`src/rtl/serial_merge.sv`:
```
// serial_merge: merges CHANNELS 8N1 serial sources into one CPU rx line.
// Fans the CPU tx line back out to every channel.
// Ports:
//   clk_in      system clock, all state on its rising edge
//   rst_in      asynchronous active-low reset
//   rxd_in      per-channel 8N1 serial inputs, idle high
//   cpu_txd_in  CPU transmit line
//   cpu_rxd_out merged 8N1 stream to the CPU receive line
//   txd_out     per-channel copy of cpu_txd_in, one cycle late
//   busy_out    merge transmitter is not idle
//   overrun_out sticky per-channel overrun flags
// Macro SERIAL_MERGE_OVERRUN_EN enables overrun flag storage;
// when undefined overrun_out is tied low.
module serial_merge #(
  parameter int CHANNELS = 2,
  parameter int BIT_CLKS = 5208
) (
  input  logic                clk_in,
  input  logic                rst_in,
  input  logic [CHANNELS-1:0] rxd_in,
  input  logic                cpu_txd_in,
  output logic                cpu_rxd_out,
  output logic [CHANNELS-1:0] txd_out,
  output logic                busy_out,
  output logic [CHANNELS-1:0] overrun_out
);

  localparam int CW = $clog2(BIT_CLKS);
  localparam int PW =
    (CHANNELS > 1) ? $clog2(CHANNELS) : 1;
  localparam logic [CW-1:0] HALF_M1 =
    CW'(BIT_CLKS / 2 - 1);
  localparam logic [CW-1:0] FULL_M1 =
    CW'(BIT_CLKS - 1);

  typedef enum logic [1:0] {
    R_IDLE, R_START, R_DATA, R_STOP
  } rx_state_t;

  typedef enum logic [1:0] {
    T_IDLE, T_START, T_DATA, T_STOP
  } tx_state_t;

  logic [CHANNELS-1:0]       rx_ok;
  logic [CHANNELS-1:0][7:0]  rx_byte;
  logic [CHANNELS-1:0][7:0]  hold;
  logic [CHANNELS-1:0]       full;
  logic [CHANNELS-1:0]       clr;

  for (genvar i = 0; i < CHANNELS; i++) begin : g_rx
    logic      s1, s2, s3;
    rx_state_t st, st_n;
    logic [CW-1:0] cnt, cnt_n;
    logic [2:0] bi, bi_n;
    logic [7:0] sh, sh_n;
    logic       ok;

    // s1/s2 synchronise; s3 only delays s2 for
    // falling-edge detection.
    always_ff @(posedge clk_in or negedge rst_in) begin
      if (!rst_in) begin
        s1  <= 1'b1;
        s2  <= 1'b1;
        s3  <= 1'b1;
        st  <= R_IDLE;
        cnt <= '0;
        bi  <= '0;
        sh  <= '0;
      end else begin
        s1  <= rxd_in[i];
        s2  <= s1;
        s3  <= s2;
        st  <= st_n;
        cnt <= cnt_n;
        bi  <= bi_n;
        sh  <= sh_n;
      end
    end

    always_comb begin
      st_n  = st;
      cnt_n = cnt + 1'b1;
      bi_n  = bi;
      sh_n  = sh;
      ok    = 1'b0;
      unique case (st)
        R_IDLE: begin
          cnt_n = '0;
          if (s3 && !s2) st_n = R_START;
        end
        R_START: begin
          if (cnt == HALF_M1) begin
            cnt_n = '0;
            bi_n  = '0;
            st_n  = s2 ? R_IDLE : R_DATA;
          end
        end
        R_DATA: begin
          if (cnt == FULL_M1) begin
            cnt_n = '0;
            sh_n  = {s2, sh[7:1]};
            bi_n  = bi + 3'd1;
            if (bi == 3'd7) st_n = R_STOP;
          end
        end
        R_STOP: begin
          if (cnt == FULL_M1) begin
            cnt_n = '0;
            st_n  = R_IDLE;
            ok    = s2;
          end
        end
        default: st_n = R_IDLE;
      endcase
    end

    assign rx_ok[i]   = ok;
    assign rx_byte[i] = sh;
  end

  // A clear in the same cycle frees the slot,
  // so the arriving byte is taken.
  always_ff @(posedge clk_in or negedge rst_in) begin
    if (!rst_in) begin
      full <= '0;
      hold <= '0;
    end else begin
      for (int i = 0; i < CHANNELS; i++) begin
        if (rx_ok[i] && (!full[i] || clr[i])) begin
          full[i] <= 1'b1;
          hold[i] <= rx_byte[i];
        end else if (clr[i]) begin
          full[i] <= 1'b0;
        end
      end
    end
  end

`ifdef SERIAL_MERGE_OVERRUN_EN
  logic [CHANNELS-1:0] ovr;

  always_ff @(posedge clk_in or negedge rst_in) begin
    if (!rst_in) begin
      ovr <= '0;
    end else begin
      ovr <= ovr | (rx_ok & full & ~clr);
    end
  end

  assign overrun_out = ovr;
`else
  assign overrun_out = '0;
`endif

  logic [PW-1:0] ptr, ptr_n, sel;
  logic          any;

  // First full channel at or after ptr, wrapping.
  always_comb begin
    int idx;
    idx = 0;
    sel = '0;
    any = 1'b0;
    for (int k = 0; k < CHANNELS; k++) begin
      idx = (int'(ptr) + k) % CHANNELS;
      if (!any && full[PW'(idx)]) begin
        any = 1'b1;
        sel = PW'(idx);
      end
    end
  end

  tx_state_t     ts, ts_n;
  logic [CW-1:0] tc, tc_n;
  logic [2:0]    tb, tb_n;
  logic [7:0]    tsh, tsh_n;
  logic          line, line_n;
  logic          take;

  always_ff @(posedge clk_in or negedge rst_in) begin
    if (!rst_in) begin
      ts   <= T_IDLE;
      tc   <= '0;
      tb   <= '0;
      tsh  <= '0;
      line <= 1'b1;
      ptr  <= '0;
    end else begin
      ts   <= ts_n;
      tc   <= tc_n;
      tb   <= tb_n;
      tsh  <= tsh_n;
      line <= line_n;
      ptr  <= ptr_n;
    end
  end

  // line_n is the value the line takes for the
  // next cycle, so every bit edge is registered.
  always_comb begin
    ts_n   = ts;
    tc_n   = tc + 1'b1;
    tb_n   = tb;
    tsh_n  = tsh;
    line_n = line;
    ptr_n  = ptr;
    take   = 1'b0;
    clr    = '0;
    unique case (ts)
      T_IDLE: begin
        tc_n   = '0;
        line_n = 1'b1;
        take   = any;
      end
      T_START: begin
        if (tc == FULL_M1) begin
          tc_n   = '0;
          tb_n   = '0;
          ts_n   = T_DATA;
          line_n = tsh[0];
        end
      end
      T_DATA: begin
        if (tc == FULL_M1) begin
          tc_n = '0;
          if (tb == 3'd7) begin
            ts_n   = T_STOP;
            line_n = 1'b1;
          end else begin
            tb_n   = tb + 3'd1;
            tsh_n  = {1'b0, tsh[7:1]};
            line_n = tsh[1];
          end
        end
      end
      T_STOP: begin
        if (tc == FULL_M1) begin
          tc_n = '0;
          ts_n = T_IDLE;
          take = any;
        end
      end
      default: ts_n = T_IDLE;
    endcase
    // Chaining STOP straight into START keeps
    // exactly one stop period between frames.
    if (take) begin
      ts_n   = T_START;
      tc_n   = '0;
      tsh_n  = hold[sel];
      line_n = 1'b0;
      clr[sel] = 1'b1;
      ptr_n  = (int'(sel) == CHANNELS - 1) ?
               '0 : sel + 1'b1;
    end
  end

  always_ff @(posedge clk_in or negedge rst_in) begin
    if (!rst_in) begin
      txd_out <= '1;
    end else begin
      txd_out <= {CHANNELS{cpu_txd_in}};
    end
  end

  assign cpu_rxd_out = line;
  assign busy_out    = (ts != T_IDLE);

endmodule

```
`config.mk`:
```
export PLATFORM = sky130hd
export DESIGN_NAME = serial_merge
export DESIGN_NICKNAME = d
export VERILOG_FILES = /design/src/rtl/serial_merge.sv
export SDC_FILE = /design/constraint.sdc
export NUM_CORES = 1
export LEC_CHECK = 0
export ABC_CLOCK_PERIOD_IN_PS = 2600
export BUFFER_PORTS_ARGS = -buffer_cell sky130_fd_sc_hd__clkbuf_2
export CAP_MARGIN = 30
export CELL_PAD_IN_SITES_DETAIL_PLACEMENT = 1
export CELL_PAD_IN_SITES_GLOBAL_PLACEMENT = 2
export CORE_ASPECT_RATIO = 1.25
export CORE_MARGIN = 10
export CORE_UTILIZATION = 43
export DETAILED_ROUTE_END_ITERATION = 16
export PLACE_DENSITY_LB_ADDON = 0.1
export SYNTH_ARGS = -nofsm -noshare
export SYNTH_HDL_FRONTEND = slang
export SYNTH_SLANG_ARGS = --single-unit
```
`constraint.sdc`:
```
create_clock -name clk_in -period 2.6 [get_ports clk_in]
set_clock_uncertainty 0.2 [all_clocks]
set_input_delay 0.13 -clock clk_in [delete_from_list [all_inputs] [get_ports clk_in]]
set_output_delay 0.13 -clock clk_in [all_outputs]
set_load 0.05 [all_outputs]
```
==> results_dict.tcl <==
set metrics [dict create \
    netlist_area_um2 5000 \
    numCtsBuffers 9 \
    setup_total_negative_slack_ns 0 \
    final_common_cell "dfrtp_1" \
    grt_use_total_pct 12.8 \
    mostFrequentLayoutCells "dfrtp_1 (96), nor2_1 (52), mux2_2 (32), nand2_1 (23), nand3_1 (21)" \
    powerDensity_nw_per_um2 631 \
    cts_sinks 105 \
    rsz0062_at_grt "false" \
    grt_overflow_total 0 \
    drive_gt1_share_pct 19.0 \
    setup_viol 0 \
    top_layer "met4" \
    crit_type "reg2reg" \
    cp-end-kind "flip-flop" \
    synth_seq_cells 105 \
    clk_latency_ns 0.33 \
    grt_pass1_vias 3531 \
    ys_seq_area_share_pct 52.8 \
    fin_crit_sh_pct 92.9 \
    dp_hpwl_um 7040 \
    gp_congestion 0.826 \
    dr_wl_met3_um 179 \
    startpoint "tc[0]" \
    vias 3255 \
    row_count 43 \
    clkTransAtPathRegs_ns 0.07 \
    antenna_found_initial 0 \
    p_leak_nw 2.57 \
    rr_startpoint "tc[0]" \
    core-area_um2 11200 \
    max_freq_mhz 414 \
    cp.arrival_ns 2.44 \
    nets 485 \
    wl_met2_um 5110 \
    dominantRegCellSynth "dfrtp_1" \
    dp.cells 584 \
    htreeDepth 3 \
    hold_violations 0 \
    grt_pass1_wl_um 17100 \
    synthCells 446 \
    post-cts-setup-buffers 0 \
    root_buffer "clkbuf_16" \
    drcViolationCount 0 \
    place_area_um2 5210 \
    wl_met1_um 4210 \
    peakVddDrop_mv 0.392 \
    maxSlewViolCount 0 \
    cts_tree "built" \
    synth_warnings 0 \
    cp.required_ns 2.62 \
    diodes 0 \
    synth_edf_count 0 \
    wire_per_inst_um 15.9 \
    fillers 1252 \
    die_w_um 116 \
    first_iter_violations 88 \
    viasPerCell 5.39 \
    dieArea_um2 16400 \
    synth.avg_cell_area_um2 11.2 \
    clockBufferDepth 2 \
    die_height_um 141 \
    port_buffers 8 \
    seqCellArea_um2 2640 \
    relSlewSlack_pct 53.2 \
    hp-start "g_rx[0].s1" \
    final_area_um2 5530 \
    fin_cells 604 \
    grt_max_degree 56 \
    maxCapViolations 0 \
    final.min_clock_period_ns 2.42 \
    worst_pin_slew_ns 0.702 \
    initial_core_util_pct 44.4 \
    multi_input_area_um2 2230 \
    firstDrtPassIters 4 \
    cp_max_fo 8 \
    ant_nets 0 \
    async_reset_ff_share_pct 100 \
    status "complete, no violations" \
    cp-start-kind "flip-flop" \
    ios 11 \
    wl_um 9620 \
    hp-class "reg2reg" \
    area_growth_pct 10.6 \
    yosysUniqueCellTypes 51 \
    whs_ns 0.154 \
]
==> registers in the layout, indices dropped and copies added (netlist names), named ones only <==
register,count
g_rx.cnt,26
g_rx.sh,16
hold,16
tc,13
tsh,8
g_rx.bi,6
tb,3
full,2
g_rx.s1,2
g_rx.s2,2
g_rx.s3,2
g_rx.st,2
ts,2
cpu_rxd_out,1
ptr,1
txd_out,1
==> per-layer routing <==
metal  global-route usage [%]  up-vias
met5                        0        -
met4                     4.22        0
met3                     2.52        7
met2                     22.0       12
met1                     15.5     1636
li1                         -     1600
==> report_power, final <==
group / leakage (nW) / switching, mW / internal [mW]
Sequential: 1.42 / 0.141 / 1.73
Combinational: 1.02 / 0.213 / 0.145
Clock: 0.135 / 0.579 / 0.673
Total: 2.57 / 0.933 / 2.55
==> cells in the mapped netlist (2+ instances only) <==
library cell	instances	area, um^2
and4_1	3	26.3
and3_1	7	43.8
nor4b_1	3	26.3
a211oi_1	7	52.6
o22ai_1	2	12.5
dfrtp_1	97	2430
nand2_1	23	86.3
a22oi_1	3	22.5
buf_4	3	22.5
nand3_2	2	20.0
o21bai_1	2	15.0
a31oi_1	2	12.5
dfstp_2	8	210
nor3b_1	2	15.0
mux2i_1	12	120
nand2b_1	3	18.8
ha_1	16	200
nor2b_1	10	62.6
nand3_1	21	105
o21ai_0	14	70.1
nor2_1	52	195
buf_2	6	30.0
xor2_1	15	131
nand4_1	6	37.5
xnor2_1	18	158
nor4b_2	3	45.0
clkbuf_1	7	26.3
nor3_1	6	30.0
mux2_2	32	360
inv_1	12	45.0
nor4bb_1	4	40.0
o211ai_1	2	15.0
or3_1	6	37.5
a21oi_1	18	90.1
and4bb_2	3	37.5
==> repair_timing <==
item / 4_1_cts / 5_1_grt
resized for setup: 0 / 2
endpoints found under the hold margin: 50 / 0
hold buffers: 4 / 0
endpoints found under the setup margin: 0 / 17
==> worst max-delay path, cell delays in order, from the launching register on <==
cell,delay [ns]
dfrtp_1,0.39
ha_1,0.21
and4bb_2,0.26
nand3_1,0.13
o311a_1,0.40
nor3_4,0.33
mux2_2,0.39
==> per-stage QoR <==
stage,total power [mW],worst slack [ns],utilization [%]
detailed placement,2.27,0.0965,46.3
global route,3.70,0.0251,49.1
floorplan,2.13,0.344,-
global placement,2.25,0.134,46.3
CTS,3.56,0.0889,49.1
finish,3.49,0.184,49.1
==> logic make-up (layout without fill, tap and decap cells) <==
group	Yosys count	in the layout	share of synthesized area, %
and+or+nand+nor	161	161	17.9
DFF	105	105	52.8
muxes	44	44	9.62
xor gates and xnor gates	33	33	5.79
AOI/OAI and AO/OA	57	57	7.24
adders and majority gates	16	16	4.01
other	1	2	0.0751
buffers and inverters	29	51	2.58
==> cell type report <==
| type | count | area share [%] |
|---|---|---|
| timing repair buffer | 23 | 2.99 |
| tap | 135 | 3.06 |
| sequential | 105 | 47.8 |
| clock buffer | 11 | 4.39 |
| inverter | 12 | 0.815 |
| multi-input combinational | 313 | 40.4 |
| clock inverter | 5 | 0.566 |
==> path summary, 6_finish.rpt <==
kind | to | slack, ns | cells past startpoint
min reg2reg | g_rx[0].s2 | 0.15 | 0
max in group asynchronous | cpu_rxd_out | 1.24 | 3
min | g_rx[0].s2 | 0.15 | 0
min in group asynchronous | tc[6] | 0.17 | 2
max reg2reg | hold[5] | 0.18 | 6
max | hold[5] | 0.18 | 6
No activity file was read; power rests on OpenSTA's default activity.
